File: src/rtl/fifo_axi_pkg.sv
// Shared types and helpers for the FIFO-to-AXI write burst engine.
package fifo_axi_pkg;

    typedef enum logic [1:0] {
        IDLE,
        AW,
        W,
        B
    } wr_state_e;

    localparam logic [1:0] INCR = 2'b01;

    function automatic int unsigned burst_bytes(input int unsigned beats,
                                                input int unsigned data_width);
        return beats * (data_width / 8);
    endfunction

endpackage

File: src/rtl/fifo_rd_skid.sv
// Two-entry skid buffer turning a latency-1 FIFO read port into valid/ready,
// never requesting more than one burst worth of words between clears.
module fifo_rd_skid #(
    parameter int DATA_WIDTH = 256,
    parameter int BURST_LEN  = 16
) (
    input  logic                  clk,
    input  logic                  rst,
    input  logic                  clr,
    input  logic                  en,
    output logic                  fifo_rd_en,
    input  logic [DATA_WIDTH-1:0] fifo_rd_data,
    input  logic                  fifo_rd_empty,
    output logic                  out_valid,
    input  logic                  out_ready,
    output logic [DATA_WIDTH-1:0] out_data
);

    localparam int CNT_W = $clog2(BURST_LEN + 1);
    localparam logic [CNT_W-1:0] LEN_C = CNT_W'(BURST_LEN);

    logic [CNT_W-1:0]      req_cnt;
    logic                  inflight;
    logic [1:0]            occ;
    logic [DATA_WIDTH-1:0] ent0;
    logic [DATA_WIDTH-1:0] ent1;
    logic                  push;
    logic                  pop;

    // Occupancy plus the word still in flight must leave room for the answer.
    assign fifo_rd_en = en && !fifo_rd_empty && (req_cnt < LEN_C)
                        && ((occ + {1'b0, inflight}) < 2'd2);
    assign out_valid  = (occ != 2'd0);
    assign out_data   = ent0;
    assign push       = inflight;
    assign pop        = out_valid && out_ready;

    always_ff @(posedge clk) begin
        if (rst) begin
            req_cnt  <= '0;
            inflight <= 1'b0;
            occ      <= 2'd0;
        end else begin
            inflight <= fifo_rd_en;
            if (clr)
                req_cnt <= '0;
            else if (fifo_rd_en)
                req_cnt <= req_cnt + 1'b1;
            case ({push, pop})
                2'b10:   occ <= occ + 2'd1;
                2'b01:   occ <= occ - 2'd1;
                default: occ <= occ;
            endcase
        end
    end

    always_ff @(posedge clk) begin
        case ({push, pop})
            2'b10: begin
                if (occ == 2'd0)
                    ent0 <= fifo_rd_data;
                else
                    ent1 <= fifo_rd_data;
            end
            2'b01: ent0 <= ent1;
            2'b11: begin
                if (occ == 2'd1) begin
                    ent0 <= fifo_rd_data;
                end else begin
                    ent0 <= ent1;
                    ent1 <= fifo_rd_data;
                end
            end
            default: ;
        endcase
    end

endmodule

File: src/rtl/fifo_axi_wr_burst.sv
// Drains the async input FIFO into linear AXI4 INCR write bursts of a frame buffer.
// Optional response-error counter enabled by FIFO_AXI_WR_BRESP_CHK_EN.
module fifo_axi_wr_burst
    import fifo_axi_pkg::*;
#(
    parameter int DATA_WIDTH  = 256,
    parameter int ADDR_WIDTH  = 28,
    parameter int LEVEL_WIDTH = 8,
    parameter int BURST_LEN   = 16,
    parameter int FRAME_BASE  = 0,
    parameter int FRAME_BEATS = 49152
) (
    input  logic                    rd_clk,
    input  logic                    rd_rst,
    input  logic                    frame_start,
    output logic                    fifo_rd_en,
    input  logic [DATA_WIDTH-1:0]   fifo_rd_data,
    input  logic                    fifo_rd_empty,
    input  logic [LEVEL_WIDTH-1:0]  fifo_rd_water_level,
    output logic [ADDR_WIDTH-1:0]   m_awaddr,
    output logic [7:0]              m_awlen,
    output logic                    m_awvalid,
    input  logic                    m_awready,
    output logic [DATA_WIDTH-1:0]   m_wdata,
    output logic [DATA_WIDTH/8-1:0] m_wstrb,
    output logic                    m_wlast,
    output logic                    m_wvalid,
    input  logic                    m_wready,
    input  logic                    m_bvalid,
    output logic                    m_bready,
    output logic                    busy,
    output logic                    frame_done
`ifdef FIFO_AXI_WR_BRESP_CHK_EN
    ,
    input  logic [1:0]              m_bresp,
    output logic [15:0]             bresp_err_cnt
`endif
);

    localparam int BCNT_W = $clog2(BURST_LEN + 1);
    localparam int FCNT_W = $clog2(FRAME_BEATS + 1);
    localparam logic [ADDR_WIDTH-1:0]  BASE_A  = ADDR_WIDTH'(FRAME_BASE);
    localparam logic [ADDR_WIDTH-1:0]  STEP_A  = ADDR_WIDTH'(burst_bytes(BURST_LEN, DATA_WIDTH));
    localparam logic [FCNT_W:0]        LEN_F   = (FCNT_W + 1)'(BURST_LEN);
    localparam logic [FCNT_W:0]        FRAME_F = (FCNT_W + 1)'(FRAME_BEATS);
    localparam logic [LEVEL_WIDTH:0]   LEN_L   = (LEVEL_WIDTH + 1)'(BURST_LEN);
    localparam logic [BCNT_W-1:0]      LAST_B  = BCNT_W'(BURST_LEN - 1);

    wr_state_e             state;
    wr_state_e             state_nxt;
    logic [ADDR_WIDTH-1:0] awaddr;
    logic [FCNT_W-1:0]     frame_cnt;
    logic [FCNT_W:0]       frame_cnt_nxt;
    logic [BCNT_W-1:0]     beat_cnt;
    logic                  start_pend;
    logic                  start_now;
    logic                  beat;
    logic                  b_acc;
    logic                  wrap;
    logic                  skid_en;
    logic                  skid_clr;
    logic                  skid_ready;
    logic                  skid_valid;
    logic [DATA_WIDTH-1:0] skid_data;

    assign start_now     = (state == IDLE) && (frame_start || start_pend);
    assign beat          = m_wvalid && m_wready;
    assign b_acc         = (state == B) && m_bvalid;
    assign frame_cnt_nxt = {1'b0, frame_cnt} + LEN_F;
    assign wrap          = (frame_cnt_nxt >= FRAME_F);

    assign m_awaddr   = awaddr;
    assign m_awlen    = 8'(BURST_LEN - 1);
    assign m_wdata    = skid_data;
    assign m_wstrb    = '1;
    assign m_wlast    = m_wvalid && (beat_cnt == LAST_B);
    assign frame_done = b_acc && wrap;

    // A frame restart seen in IDLE holds the FSM there for that one cycle.
    always_comb begin
        state_nxt  = state;
        m_awvalid  = 1'b0;
        m_wvalid   = 1'b0;
        m_bready   = 1'b0;
        busy       = (state != IDLE);
        skid_en    = 1'b0;
        skid_clr   = 1'b0;
        skid_ready = 1'b0;
        case (state)
            IDLE: begin
                skid_clr = 1'b1;
                if (!start_now && ({1'b0, fifo_rd_water_level} >= LEN_L))
                    state_nxt = AW;
            end
            AW: begin
                m_awvalid = 1'b1;
                skid_en   = 1'b1;
                if (m_awready)
                    state_nxt = W;
            end
            W: begin
                skid_en    = 1'b1;
                skid_ready = m_wready;
                m_wvalid   = skid_valid;
                if (beat && m_wlast)
                    state_nxt = B;
            end
            B: begin
                m_bready = 1'b1;
                if (m_bvalid)
                    state_nxt = IDLE;
            end
            default: state_nxt = IDLE;
        endcase
    end

    always_ff @(posedge rd_clk) begin
        if (rd_rst) begin
            state      <= IDLE;
            awaddr     <= BASE_A;
            frame_cnt  <= '0;
            beat_cnt   <= '0;
            start_pend <= 1'b0;
        end else begin
            state <= state_nxt;
            if (start_now) begin
                awaddr     <= BASE_A;
                frame_cnt  <= '0;
                start_pend <= 1'b0;
            end else if (frame_start) begin
                start_pend <= 1'b1;
            end
            if (beat)
                beat_cnt <= m_wlast ? '0 : beat_cnt + 1'b1;
            if (b_acc) begin
                if (wrap) begin
                    awaddr    <= BASE_A;
                    frame_cnt <= '0;
                end else begin
                    awaddr    <= awaddr + STEP_A;
                    frame_cnt <= frame_cnt_nxt[FCNT_W-1:0];
                end
            end
        end
    end

`ifdef FIFO_AXI_WR_BRESP_CHK_EN
    always_ff @(posedge rd_clk) begin
        if (rd_rst)
            bresp_err_cnt <= '0;
        else if (b_acc && (m_bresp != 2'b00) && (bresp_err_cnt != 16'hFFFF))
            bresp_err_cnt <= bresp_err_cnt + 16'd1;
    end
`endif

    fifo_rd_skid #(
        .DATA_WIDTH (DATA_WIDTH),
        .BURST_LEN  (BURST_LEN)
    ) u_skid (
        .clk           (rd_clk),
        .rst           (rd_rst),
        .clr           (skid_clr),
        .en            (skid_en),
        .fifo_rd_en    (fifo_rd_en),
        .fifo_rd_data  (fifo_rd_data),
        .fifo_rd_empty (fifo_rd_empty),
        .out_valid     (skid_valid),
        .out_ready     (skid_ready),
        .out_data      (skid_data)
    );

endmodule

File: config.mk
export PLATFORM = sky130hd
export DESIGN_NAME = fifo_axi_wr_burst
export DESIGN_NICKNAME = d
export VERILOG_FILES = /design/src/rtl/fifo_axi_pkg.sv /design/src/rtl/fifo_rd_skid.sv /design/src/rtl/fifo_axi_wr_burst.sv
export SDC_FILE = /design/constraint.sdc
export NUM_CORES = 1
export LEC_CHECK = 0
export BUFFER_PORTS_ARGS = -buffer_cell sky130_fd_sc_hd__buf_2
export CORE_AREA = 3 3 230 232
export CTS_BUF_LIST = sky130_fd_sc_hd__clkbuf_8
export DETAILED_ROUTE_END_ITERATION = 8
export DIE_AREA = 0 0 233 235
export GPL_TIMING_DRIVEN = 0
export PLACE_DENSITY = 0.72
export SETUP_SLACK_MARGIN = 0.02
export SLEW_MARGIN = 10
export SYNTH_ARGS = -nofsm -noshare
export SYNTH_HDL_FRONTEND = slang
export SYNTH_HIERARCHICAL = 1
export SYNTH_SLANG_ARGS = --single-unit
File: constraint.sdc
create_clock -name rd_clk -period 21.3 [get_ports rd_clk]
set_clock_uncertainty 0.1 [all_clocks]
set_input_delay 1.065 -clock rd_clk [delete_from_list [all_inputs] [get_ports rd_clk]]
set_output_delay 1.065 -clock rd_clk [all_outputs]
set_load 0.02 [all_outputs]
=== Yosys cells after proc, flatten, opt, wreduce, memory -nomap -nowiden ===
Cells that the tools add are included.

* Input port bits: 271
* Logic and storage cells: 89
* Bits in registers: 572

* Multiplexer cells: 25
* $add $sub $neg: 7
* Magnitude comparators: 4
* Eq/ne operators: 15
* Reduce and logical (&&, ||, !) cells: 28

{| class="wikitable"
|+ Operators by type and width
! kind !! count
|-
| $mux 256 || 4
|-
| $pmux 256 s3 || 1
|-
| $pmux 256 s2 || 1
|-
| $mux 28 || 3
|-
| $mux 16 || 3
|-
| $add 28x10->28 const B || 1
|-
| $add 16x5->17 const B || 1
|-
| $ge 17x16->1 const B || 1
|-
| $logic_and 1x1->1 || 11
|-
| $add 5x1->5 const B || 2
|-
| $ne 2x2->1 const B || 5
|-
| $reduce_bool 2->1 || 5
|-
| $eq 2x2->1 const B || 4
|-
| $ge 8x5->1 const B || 1
|-
| $mux 2 || 4
|-
| $pmux 2 s4 || 1
|-
| $eq 2x1->1 const B || 3
|-
| $mux 1 || 6
|-
| $reduce_or 2->1 || 3
|-
| $eq 5x4->1 const B || 1
|-
| $lt 5x5->1 const B || 1
|-
| $mux 5 || 1
|-
| $logic_not 2->1 || 2
|-
| $ne 2x1->1 const B || 2
|-
| 11 further kinds || 12
|}

=== Longest topological paths before layout ===
Gate-level depths: netlist of run 1.

* Word-level depth: 6
* Gate-level depth with buffers: 11

=== Hierarchy ===
The synthesis of run 1 kept the hierarchy.

{| class="wikitable"
|+ Modules (own cells, without submodules)
! module !! instances !! cells an instance !! sequential area each (µm²) !! area an instance (µm²)
|-
| fifo_rd_skid || 1 || 887 || 15534.9 || 18440.2
|-
| fifo_axi_wr_burst || 1 || 307 || 780.7 || 2473.6
|}

=== Worst setup path after synthesis of run 1 ===
OpenSTA, ideal clock, no wires.

* Path kind: register -> register
* Start point: register u_skid.occ[1]
* End point: register u_skid.ent0[0] (netlist: u_skid/out_data[0]), enable pin
* Required time: 19.973 ns
* Data arrival time: 18.474 ns
* Buffers on the path: 0
* Period minus slack after synthesis: 19.800 ns
* Path slack: 1.500 ns
* Cell stages (with the launch flop): 5
* Path through: dfxtp_1 > inv_1 > ha_1 > inv_1 > o21ai_0

* Cells in the longest elaborated chain, start to end: 5

{| class="wikitable"
|+ RTL lines
! element !! line !! text
|-
| start, declared || fifo_rd_skid.sv:24 || <nowiki>logic [1:0] occ;</nowiki>
|-
| start signal, assigned || fifo_rd_skid.sv:50 || <nowiki>2'b10: occ <= occ + 2'd1;</nowiki>
|-
| start signal, assigned || fifo_rd_skid.sv:51 || <nowiki>2'b01: occ <= occ - 2'd1;</nowiki>
|-
| $reduce_bool 2->1 (*) || fifo_rd_skid.sv:33 || <nowiki>assign out_valid = (occ != 2'd0);</nowiki>
|-
| net skid_valid || fifo_axi_wr_burst.sv:63 || <nowiki>logic skid_valid;</nowiki>
|-
| $logic_and 1x1->1 (*) || fifo_rd_skid.sv:36 || <nowiki>assign pop = out_valid && out_ready;</nowiki>
|-
| $eq 2x2->1 or $eq 2x1->1 (tied branches) || fifo_rd_skid.sv:58 || <nowiki>case ({push, pop})</nowiki>
|-
| $ne 2x1->1 (no source line) or $reduce_bool 3->1 (tied branches) || -- ||
|-
| $reduce_and 2->1 (no source line) (*) || -- ||
|-
| end signal, assigned || fifo_rd_skid.sv:61 || <nowiki>ent0 <= fifo_rd_data;</nowiki>
|-
| end signal, assigned || fifo_rd_skid.sv:65 || <nowiki>2'b01: ent0 <= ent1;</nowiki>
|-
| end signal, assigned || fifo_rd_skid.sv:68 || <nowiki>ent0 <= fifo_rd_data;</nowiki>
|-
| end, declared || fifo_rd_skid.sv:25 || <nowiki>logic [DATA_WIDTH-1:0] ent0;</nowiki>
|}

The timed path passes the listed nets; every way through them passes the cells marked *.
A chain may end at the register's enable or synchronous reset.

=== Final worst setup path of run 1 ===
* Start point: register state[0]
* End point: register u_skid.ent1[132], enable pin

* Cells in the longest elaborated chain, start to end: 6

{| class="wikitable"
|+ RTL lines
! element !! line !! text
|-
| start, declared || fifo_axi_wr_burst.sv:49 || <nowiki>wr_state_e state;</nowiki>
|-
| start signal, assigned || fifo_axi_wr_burst.sv:125 || <nowiki>state <= state_nxt;</nowiki>
|-
| $eq 2x2->1 (*) || fifo_axi_wr_burst.sv:89 || <nowiki>case (state)</nowiki>
|-
| $mux 1 (*) || fifo_axi_wr_burst.sv:89 ||
|-
| net skid_ready || fifo_axi_wr_burst.sv:62 || <nowiki>logic skid_ready;</nowiki>
|-
| $logic_and 1x1->1 (*) || fifo_rd_skid.sv:36 ||
|-
| $eq 2x2->1 || fifo_rd_skid.sv:58 ||
|-
| $ne 2x2->1 (no source line) or $reduce_bool 2->1 (tied branches) || -- ||
|-
| $reduce_and 3->1 (no source line) (*) || -- ||
|-
| end signal, assigned || fifo_rd_skid.sv:63 || <nowiki>ent1 <= fifo_rd_data;</nowiki>
|-
| end signal, assigned || fifo_rd_skid.sv:71 || <nowiki>ent1 <= fifo_rd_data;</nowiki>
|-
| end, declared || fifo_rd_skid.sv:26 || <nowiki>logic [DATA_WIDTH-1:0] ent1;</nowiki>
|}

Marks and branches as above.

==> metrics.cfg, run 1 <==
[placement]
io_buffer_count=548
place_area_um2=25270
gp_congestion=0.8863
place_inst=2492
hpwl_um=42790

[floorplan]
fp.dieH_um=235
fp.coreArea_um2=51200
die-area_um2=54760
die-width_um=233
rows=83
ioPinCount=602
initial_utilization=0.4085

[setup_path]
path_cells=inv_1 > ha_1 > and2_1 > nor2b_1 > inv_1 > ha_1 > nand2_1 > o21ai_0 > a21oi_4 > buf_16 > buf_16 > buf_12 > buf_16 > buf_12
critPathKind=reg2reg
rr_worst_depth=14
crit_arrival_ps=3810
cp_common_cell=buf_16
crit_slowest_cell=a21oi_4
worstPathRequired_ps=21530
worstPathMaxFanout=26
cp-end-kind=flip-flop
path_delay_family=buffers and inverters
start_kind=flip-flop
cp_num_buf_inv=7
cp_num_cells=14
slowest_delay_ps=450

[sta]
hold_ws_ps=380.5
worst_pin_slew_ps=1011
fmax_mhz=280.0
finalHoldViolations=0
finalSetupViolCount=0
timing.final.crit_period_ps=3571
rsz0062_at_grt=false
slew_headroom=0.3199
final.period_utilization=0.1676
tns_ps=0
drv_slew=0

[yosys]
synth_edf_count=512
synth_area_per_cell_um2=17.52
ys_types=55
yosysWarnings=6
synth_seq_area_share=0.7801
syn-instance-count=1194
async_flop_share=0
synth_seq_cells=559
syn_area_um2=20910
yosys_most_used_dff=edfxtp_1

[grt]
grt_pass1_wl_um=84450
antenna_found_initial=25
grt_pass1_vias=13915
grtUsageTotal=0.2021
grt_max_degree=30
gr-total-overflow=0

[clock_network]
root_buffer=clkbuf_8
post-cts-setup-buffer-count=0
ctsResizeCount=0
cts_sinks=559
cts_tree=yes
cts_buffers=89
clk_path_buf_depth=3
postCtsHoldBufs=0
cts_htree_levels=3
path_clk_slew_ps=60
clk_latency_ps=650

[final_layout]
layout.nets=2189
utilization=0.5294
drive_above_1_share=0.4061
postLayoutCellArea_um2=27100
final_cell_mix=buf_2 (597), edfxtp_1 (512), a22o_1 (258)
syn2layout_area_growth_pct=29.59
final_common_cell=buf_2
instances_no_fill=2677

[drt]
dr.pass1.iters=5
detail_route.wl_per_cell_um=21.52
drt_iter0_drc=1058
wirelength_um=57600
vias=13852
drc=0
via_per_inst=5.174
ant_nets=0

[power]
p_int_mw=2.066
pwr-share-comb=0.179
swShare=0.2774
power.density_nw_per_um2=105.5
p_leak_nw=11.07
vdd_drop_max_mv=0.04787
seq_power_share=0.502
clkPwrFrac=0.319
p_sw_mw=0.7931

[worst_hold_path]
min_delay_path_depth=2
min_path_type=reg2reg

[flow_run]
max_cap_viol_count=0

[outcome]
status=finished clean

## state kept, by name (all words and copies together), names as in the netlist, 2 cells and up
signal,flops
u_skid/occ,2
beat_cnt,5
u_skid/ent1,256
state,2
u_skid/req_cnt,5
m_awaddr,19
frame_cnt,12
u_skid/out_data,256
## worst paths after layout
kind                                                start                    endpoint  slack (ps)
worst max-delay path                state[0]$_SDFFE_PP0P_  u_skid/ent1[132]$_DFFE_PP_       17730
worst min-delay path            m_awaddr[27]$_SDFFE_PP0P_   m_awaddr[27]$_SDFFE_PP0P_         380
worst max register to register      state[0]$_SDFFE_PP0P_  u_skid/ent1[132]$_DFFE_PP_       17730
worst min register to register  m_awaddr[27]$_SDFFE_PP0P_   m_awaddr[27]$_SDFFE_PP0P_         380
## cell usage after synthesis (6+ instances only)
master | count | area, um^2
edfxtp_1 | 512 | 15370
a22o_1 | 258 | 2260
buf_4 | 51 | 382.9
buf_2 | 49 | 245.2
dfxtp_1 | 47 | 940.9
a31oi_1 | 32 | 200.2
nand2_1 | 28 | 105.1
nor2_1 | 23 | 86.33
inv_1 | 20 | 75.07
nand3_1 | 16 | 80.08
ha_1 | 15 | 187.7
or3_1 | 14 | 87.58
nor3_1 | 11 | 55.05
clkbuf_1 | 10 | 37.54
nand4_1 | 9 | 56.30
and3_1 | 8 | 50.05
buf_6 | 6 | 67.56
nor4_1 | 6 | 37.54
o21ai_0 | 6 | 30.03
o21ai_1 | 6 | 30.03
or4_1 | 6 | 45.04
## area by class of cell
| type | instances | area [um^2] |
|---|---|---|
| Clock inverter | 69 | 481.7 |
| Inverter | 21 | 78.83 |
| Buffer | 119 | 744.5 |
| Tap cell | 680 | 850.8 |
| Multi-Input combinational cell | 542 | 3974 |
| Timing Repair Buffer | 571 | 3308 |
| Clock buffer | 94 | 1294 |
| Fill cell | 4155 | 24100 |
| Sequential cell | 559 | 16320 |
| Antenna cell | 22 | 55.05 |
## worst register-to-register path: cells and delay by family, from the launching register on
kind	cells	cell delay [ps]
fa+ha+maj	2	460
compound gates	2	570
flops	1	340
simple gates	3	510
buf+inv	7	1270
## stage by stage
step | setup slack (ps) | total power [mW]
CTS | 17680 | 2.887
global placement | -6725 | 2.091
global route | 17480 | 2.978
finish | 17730 | 2.859
floorplan | 1500 | 1.856
detailed placement | 17220 | 1.970
## logic make-up after synthesis
logic type / after synthesis / synth area share
buffers and inverters: 140 / 0.03937
AND/OR/NAND/NOR: 135 / 0.03422
flip-flops: 559 / 0.7801
other: 2 / 0.0003591
AO/OA/AOI/OAI: 334 / 0.1330
XOR/XNOR: 6 / 0.002513
multiplexers: 3 / 0.001436
adder cells (fa/ha/maj): 15 / 0.008974
## power groups by stage
stage	Clock, mW	Combinational, mW	Sequential [mW]
2_1_floorplan	0	0.173	1.68
3_3_place_gp	0	0.436	1.66
3_5_place_dp	0	0.511	1.46
4_1_cts	0.938	0.513	1.44
5_1_grt	0.988	0.542	1.45
6_report	0.912	0.511	1.44
## per-layer routing
layer	up-vias	global-route usage	part of all wire
met2	682	0.3444	0.51
met4	4	0.09388	0.031
met5	-	0	0.00045
met1	6825	0.2349	0.37
li1	6233	-	-
met3	108	0.05820	0.088
No activity file was read; power rests on OpenSTA's default activity.
==> run 2: changes to the inputs <==
Settings changed: CORE_AREA 3 3 230 232 to 3 3 233 235, DIE_AREA 0 0 233 235 to 0 0 236 238, PLACE_DENSITY 0.72 to 0.68.
Clock period 21.3 ns to 3.6 ns, I/O delays scaled along.
==> metrics.cfg, run 2 (same netlist as run 1, synthesis figures left out) <==
[outcome]
status=finished clean

[final_layout]
layout.nets=2452
drive_above_1_share=0.3669
instances_no_fill=2928
final_common_cell=buf_2
multi_input_area_um2=4035
final_cell_mix=buf_2 (597), edfxtp_1 (512), dlygate4sd3_1 (262)
syn2layout_area_growth_pct=41.87
layout.area.seq_um2=16320
fill_cells=4016
postLayoutCellArea_um2=29670

[worst_hold_path]
min_path_type=in2reg
hold-path-endpoint=beat_cnt[0]$_SDFFE_PP0P_
hp-start=m_wready
min_delay_path_depth=5

[sta]
finalHoldViolations=0
rsz0062_at_grt=false
final.period_utilization=0.9109
timing.final.crit_period_ps=3279
worst_pin_slew_ps=861.9
slew_headroom=0.4201
drv_slew=0
finalSetupViolCount=0
fmax_mhz=305.0

[setup_path]
worstPathMaxFanout=24
critPathKind=reg2reg
r2r-end=u_skid/ent1[39]$_DFFE_PP_
cp-end-kind=flip-flop
worstPathRequired_ps=3880
reg2reg_from=state[0]$_SDFFE_PP0P_
r2r_setup_slack_ps=320
crit_arrival_ps=3560
start_kind=flip-flop
rr_worst_depth=13

[drt]
vias=15010
drc=0
via_per_inst=5.126
detail_route.wl_per_cell_um=21.77
dr.pass1.iters=4
ant_nets=0
wirelength_um=63740
drt_iter0_drc=1029

[placement]
gp_congestion=0.8766
io_buffer_count=548
place_inst=2500
hpwl_um=44320
place_area_um2=25340

[clock_network]
root_buffer=clkbuf_8
cts_buffers=90
cts_htree_levels=3
clk_path_buf_depth=3
ctsResizeCount=0
postCtsHoldBufs=262
clk_latency_ps=670
post-cts-setup-buffer-count=0
path_clk_slew_ps=60
cts_tree=yes
cts_sinks=559

[power]
vdd_drop_max_mv=0.2661
power.density_nw_per_um2=577.0
p_leak_nw=12.15

[floorplan]
ioPinCount=602
rows=84
die-area_um2=56170
initial_utilization=0.3988
fp.coreArea_um2=52450
fp.dieH_um=238
die-width_um=236

[grt]
gr-total-overflow=0
grt_pass1_wl_um=94830
grtUsageTotal=0.2187
grt_max_degree=28
grt_pass1_vias=15677
antenna_found_initial=7

[flow_run]
max_cap_viol_count=0

==> run 2: final cells by class <==
type | count | share of cell area
antenna | 5 | 0.0004217
buffer | 119 | 0.02509
clock buffer | 93 | 0.04314
clock inverter | 68 | 0.01417
inverter | 21 | 0.002741
multi-input combinational | 542 | 0.1360
sequential | 559 | 0.5501
tap | 688 | 0.02901
timing repair buffer | 833 | 0.1994
==> run 2: critical path, cell delays in order, from the launching register on <==
cell and delay (ps):
dfxtp_2 340, inv_2 80, ha_4 150, and2_1 130, nor2b_4 180, ha_2 190, buf_6 140, o21ai_4 60
a21oi_4 500, buf_12 280, buf_12 210, buf_16 200, buf_12 200, buf_16 200
==> run 2: worst max-delay path by stage <==
| stage | start | endpoint | slack (ps) | cells after the start |
|---|---|---|---|---|
| detailed placement | state[0]$_SDFFE_PP0P_ | u_skid/ent1[39]$_DFFE_PP_ | 250 | 13 |
| finish | state[0]$_SDFFE_PP0P_ | u_skid/ent1[39]$_DFFE_PP_ | 320 | 13 |
| global route | state[0]$_SDFFE_PP0P_ | u_skid/ent1[39]$_DFFE_PP_ | 130 | 13 |
| floorplan | state[0]$_SDFFE_PP0P_ | u_skid/ent1[0]$_DFFE_PP_ | -2290 | 8 |
| CTS | state[0]$_SDFFE_PP0P_ | u_skid/ent1[98]$_DFFE_PP_ | 260 | 13 |
| global placement | state[0]$_SDFFE_PP0P_ | u_skid/ent1[39]$_DFFE_PP_ | -4450 | 8 |
==> run 2: metal layers <==
metal  GRT usage  vias up  routed length (um)
li1            -     6749                   -
met1      0.2561     7375               23650
met2      0.3884      766               33000
met3     0.05767      116                5199
met4     0.07909        4                1860
met5           0        -                  22
==> run 2: power breakdown <==
group | total, mW | switching (mW) | internal [mW] | leakage [nW]
Clock | 5.24 | 2.59 | 2.65 | 0.971
Combinational | 3.36 | 2.12 | 1.24 | 6.15
Sequential | 8.52 | 0.260 | 8.26 | 5.03
==> run 2: stage by stage <==
step | util | setup WS (ps) | power [mW] | setup TNS (ps) | hold slack [ps]
detailed placement | 0.4831 | 253.6 | 11.74 | 0 | 273.0
floorplan | - | -2288 | 10.42 | -1021760 | 145.0
finish | 0.5658 | 320.9 | 17.12 | 0 | 120.0
CTS | 0.5655 | 258.6 | 17.23 | 0 | 26.42
global placement | 0.4726 | -4446 | 11.58 | -2094680 | 273.3
global route | 0.5657 | 126.4 | 17.80 | 0 | 85.45
==> run 3: changes to the inputs <==
Settings changed: GPL_TIMING_DRIVEN 0 to default.
==> metrics.cfg, run 3 (same netlist as run 1, synthesis figures left out) <==
[outcome]
status=finished clean

[sta]
drv_slew=0
worst_pin_slew_ps=1238
rsz0062_at_grt=false
finalSetupViolCount=0
final.period_utilization=0.8292
finalWorstSetupSlack_ps=614.9
slew_headroom=0.1531
finalHoldViolations=0
timing.final.crit_period_ps=2985
fmax_mhz=335.0

[clock_network]
path_clk_slew_ps=70
cts_sinks=559
root_buffer=clkbuf_8
clk_latency_ps=650
ctsResizeCount=0
cts_buffers=91
cts_tree=yes
clk_path_buf_depth=3
cts_htree_levels=3

[final_layout]
instances_no_fill=2813
final_cell_mix=buf_2 (548), edfxtp_1 (512), dlygate4sd3_1 (264)
fill_cells=4030
layout.nets=2332
postLayoutCellArea_um2=28820
syn2layout_area_growth_pct=37.80
final_common_cell=buf_2
drive_above_1_share=0.3392

[floorplan]
initial_utilization=0.3988
fp.dieH_um=238
ioPinCount=602
fp.coreArea_um2=52450
die-width_um=236
rows=84
die-area_um2=56170

[placement]
gp_congestion=0.8483
place_inst=2377
place_area_um2=24370
place_ws_ps=629.2
hpwl_um=39160
io_buffer_count=548

[power]
power_mw=16.95
p_leak_nw=11.62
vdd_drop_max_mv=0.3294
power.density_nw_per_um2=588.2

[grt]
antenna_found_initial=11
grt_pass1_vias=14802
gr-total-overflow=0
grtUsageTotal=0.2112
grt_max_degree=129
grt_pass1_wl_um=91580

[setup_path]
crit_slowest_cell=a2111oi_0
crit_arrival_ps=3420
cp-end-kind=flip-flop
critPathKind=reg2reg
worstPathRequired_ps=4040
start_kind=flip-flop
path_cells=ha_1 > nand2_1 > a2111oi_0 > o22ai_4 > and3_1 > o22a_1
worstPathMaxFanout=30
slowest_delay_ps=1030

[drt]
via_per_inst=5.211
drt_iter0_drc=1108
wirelength_um=61790
dr.pass1.iters=5
detail_route.wl_per_cell_um=21.97
drc=0
vias=14659
ant_nets=0

[flow_run]
max_cap_viol_count=0

[worst_hold_path]
min_path_type=in2reg

==> run 3: cell count changes in the layout (fill, tap and decap cells not counted), moves of 6 or more <==
cell and change:
buf_16 -12, buf_2 -49, buf_4 -44, buf_6 -6, clkbuf_1 -10
==> run 3: power by group <==
group | leakage (nW) | internal [mW] | switching [mW]
clock network | 0.998 | 2.86 | 2.55
registers | 5.03 | 8.28 | 0.264
logic | 5.60 | 0.966 | 2.03
total | 11.6 | 12.1 | 4.85
==> run 3: final timing paths <==
kind,cells after the start,start,endpoint,slack [ps]
hold reg to reg,2,frame_cnt[12]$_SDFFE_PP0P_,frame_cnt[12]$_SDFFE_PP0P_,390
setup reg to reg,6,frame_cnt[4]$_SDFFE_PP0P_,frame_cnt[15]$_SDFFE_PP0P_,610
hold / removal,2,fifo_rd_data[45],u_skid/ent1[45]$_DFFE_PP_,150
setup / recovery,6,frame_cnt[4]$_SDFFE_PP0P_,frame_cnt[15]$_SDFFE_PP0P_,610
==> run 3: metal layers <==
layer,GRT usage,wire (um),vias to the layer above
li1,-,-,6480
met1,0.2501,22400,7225
met2,0.3653,31650,812
met3,0.05975,5640,136
met4,0.08407,2074,6
met5,0,35,-
==> run 3: cell type report <==
type	count	area, um^2	share of cell area
Timing Repair Buffer	831	5678	0.1970
Antenna cell	8	20.02	0.0006947
Multi-Input combinational cell	542	4079	0.1415
Inverter	21	81.33	0.002822
Clock inverter	68	457.9	0.01589
Tap cell	688	860.8	0.02987
Clock buffer	96	1321	0.04585
Sequential cell	559	16320	0.5663
==> run 3: worst max-delay path, delay by kind of cell (launching register included) <==
family	cells	cell delay [ps]
AND/OR/NAND/NOR	2	440
flip-flops	1	400
AO/OA/AOI/OAI	3	1630
adder cells (fa/ha/maj)	1	300
==> run 3: timing repair <==
item | CTS | global route
buffers inserted | 0 | 0
hold endpoints to repair | 554 | 0
hold buffers | 264 | 0
==> run 3: through the flow <==
stage	utilization	TNS [ps]	hold WS, ps
5_1_grt	0.5495	0	109.7
6_report	0.5495	0	154.0
2_1_floorplan	-	-1021760	145.0
4_1_cts	0.5490	0	60.59
3_3_place_gp	0.4647	0	274.5
3_5_place_dp	0.4647	0	272.8
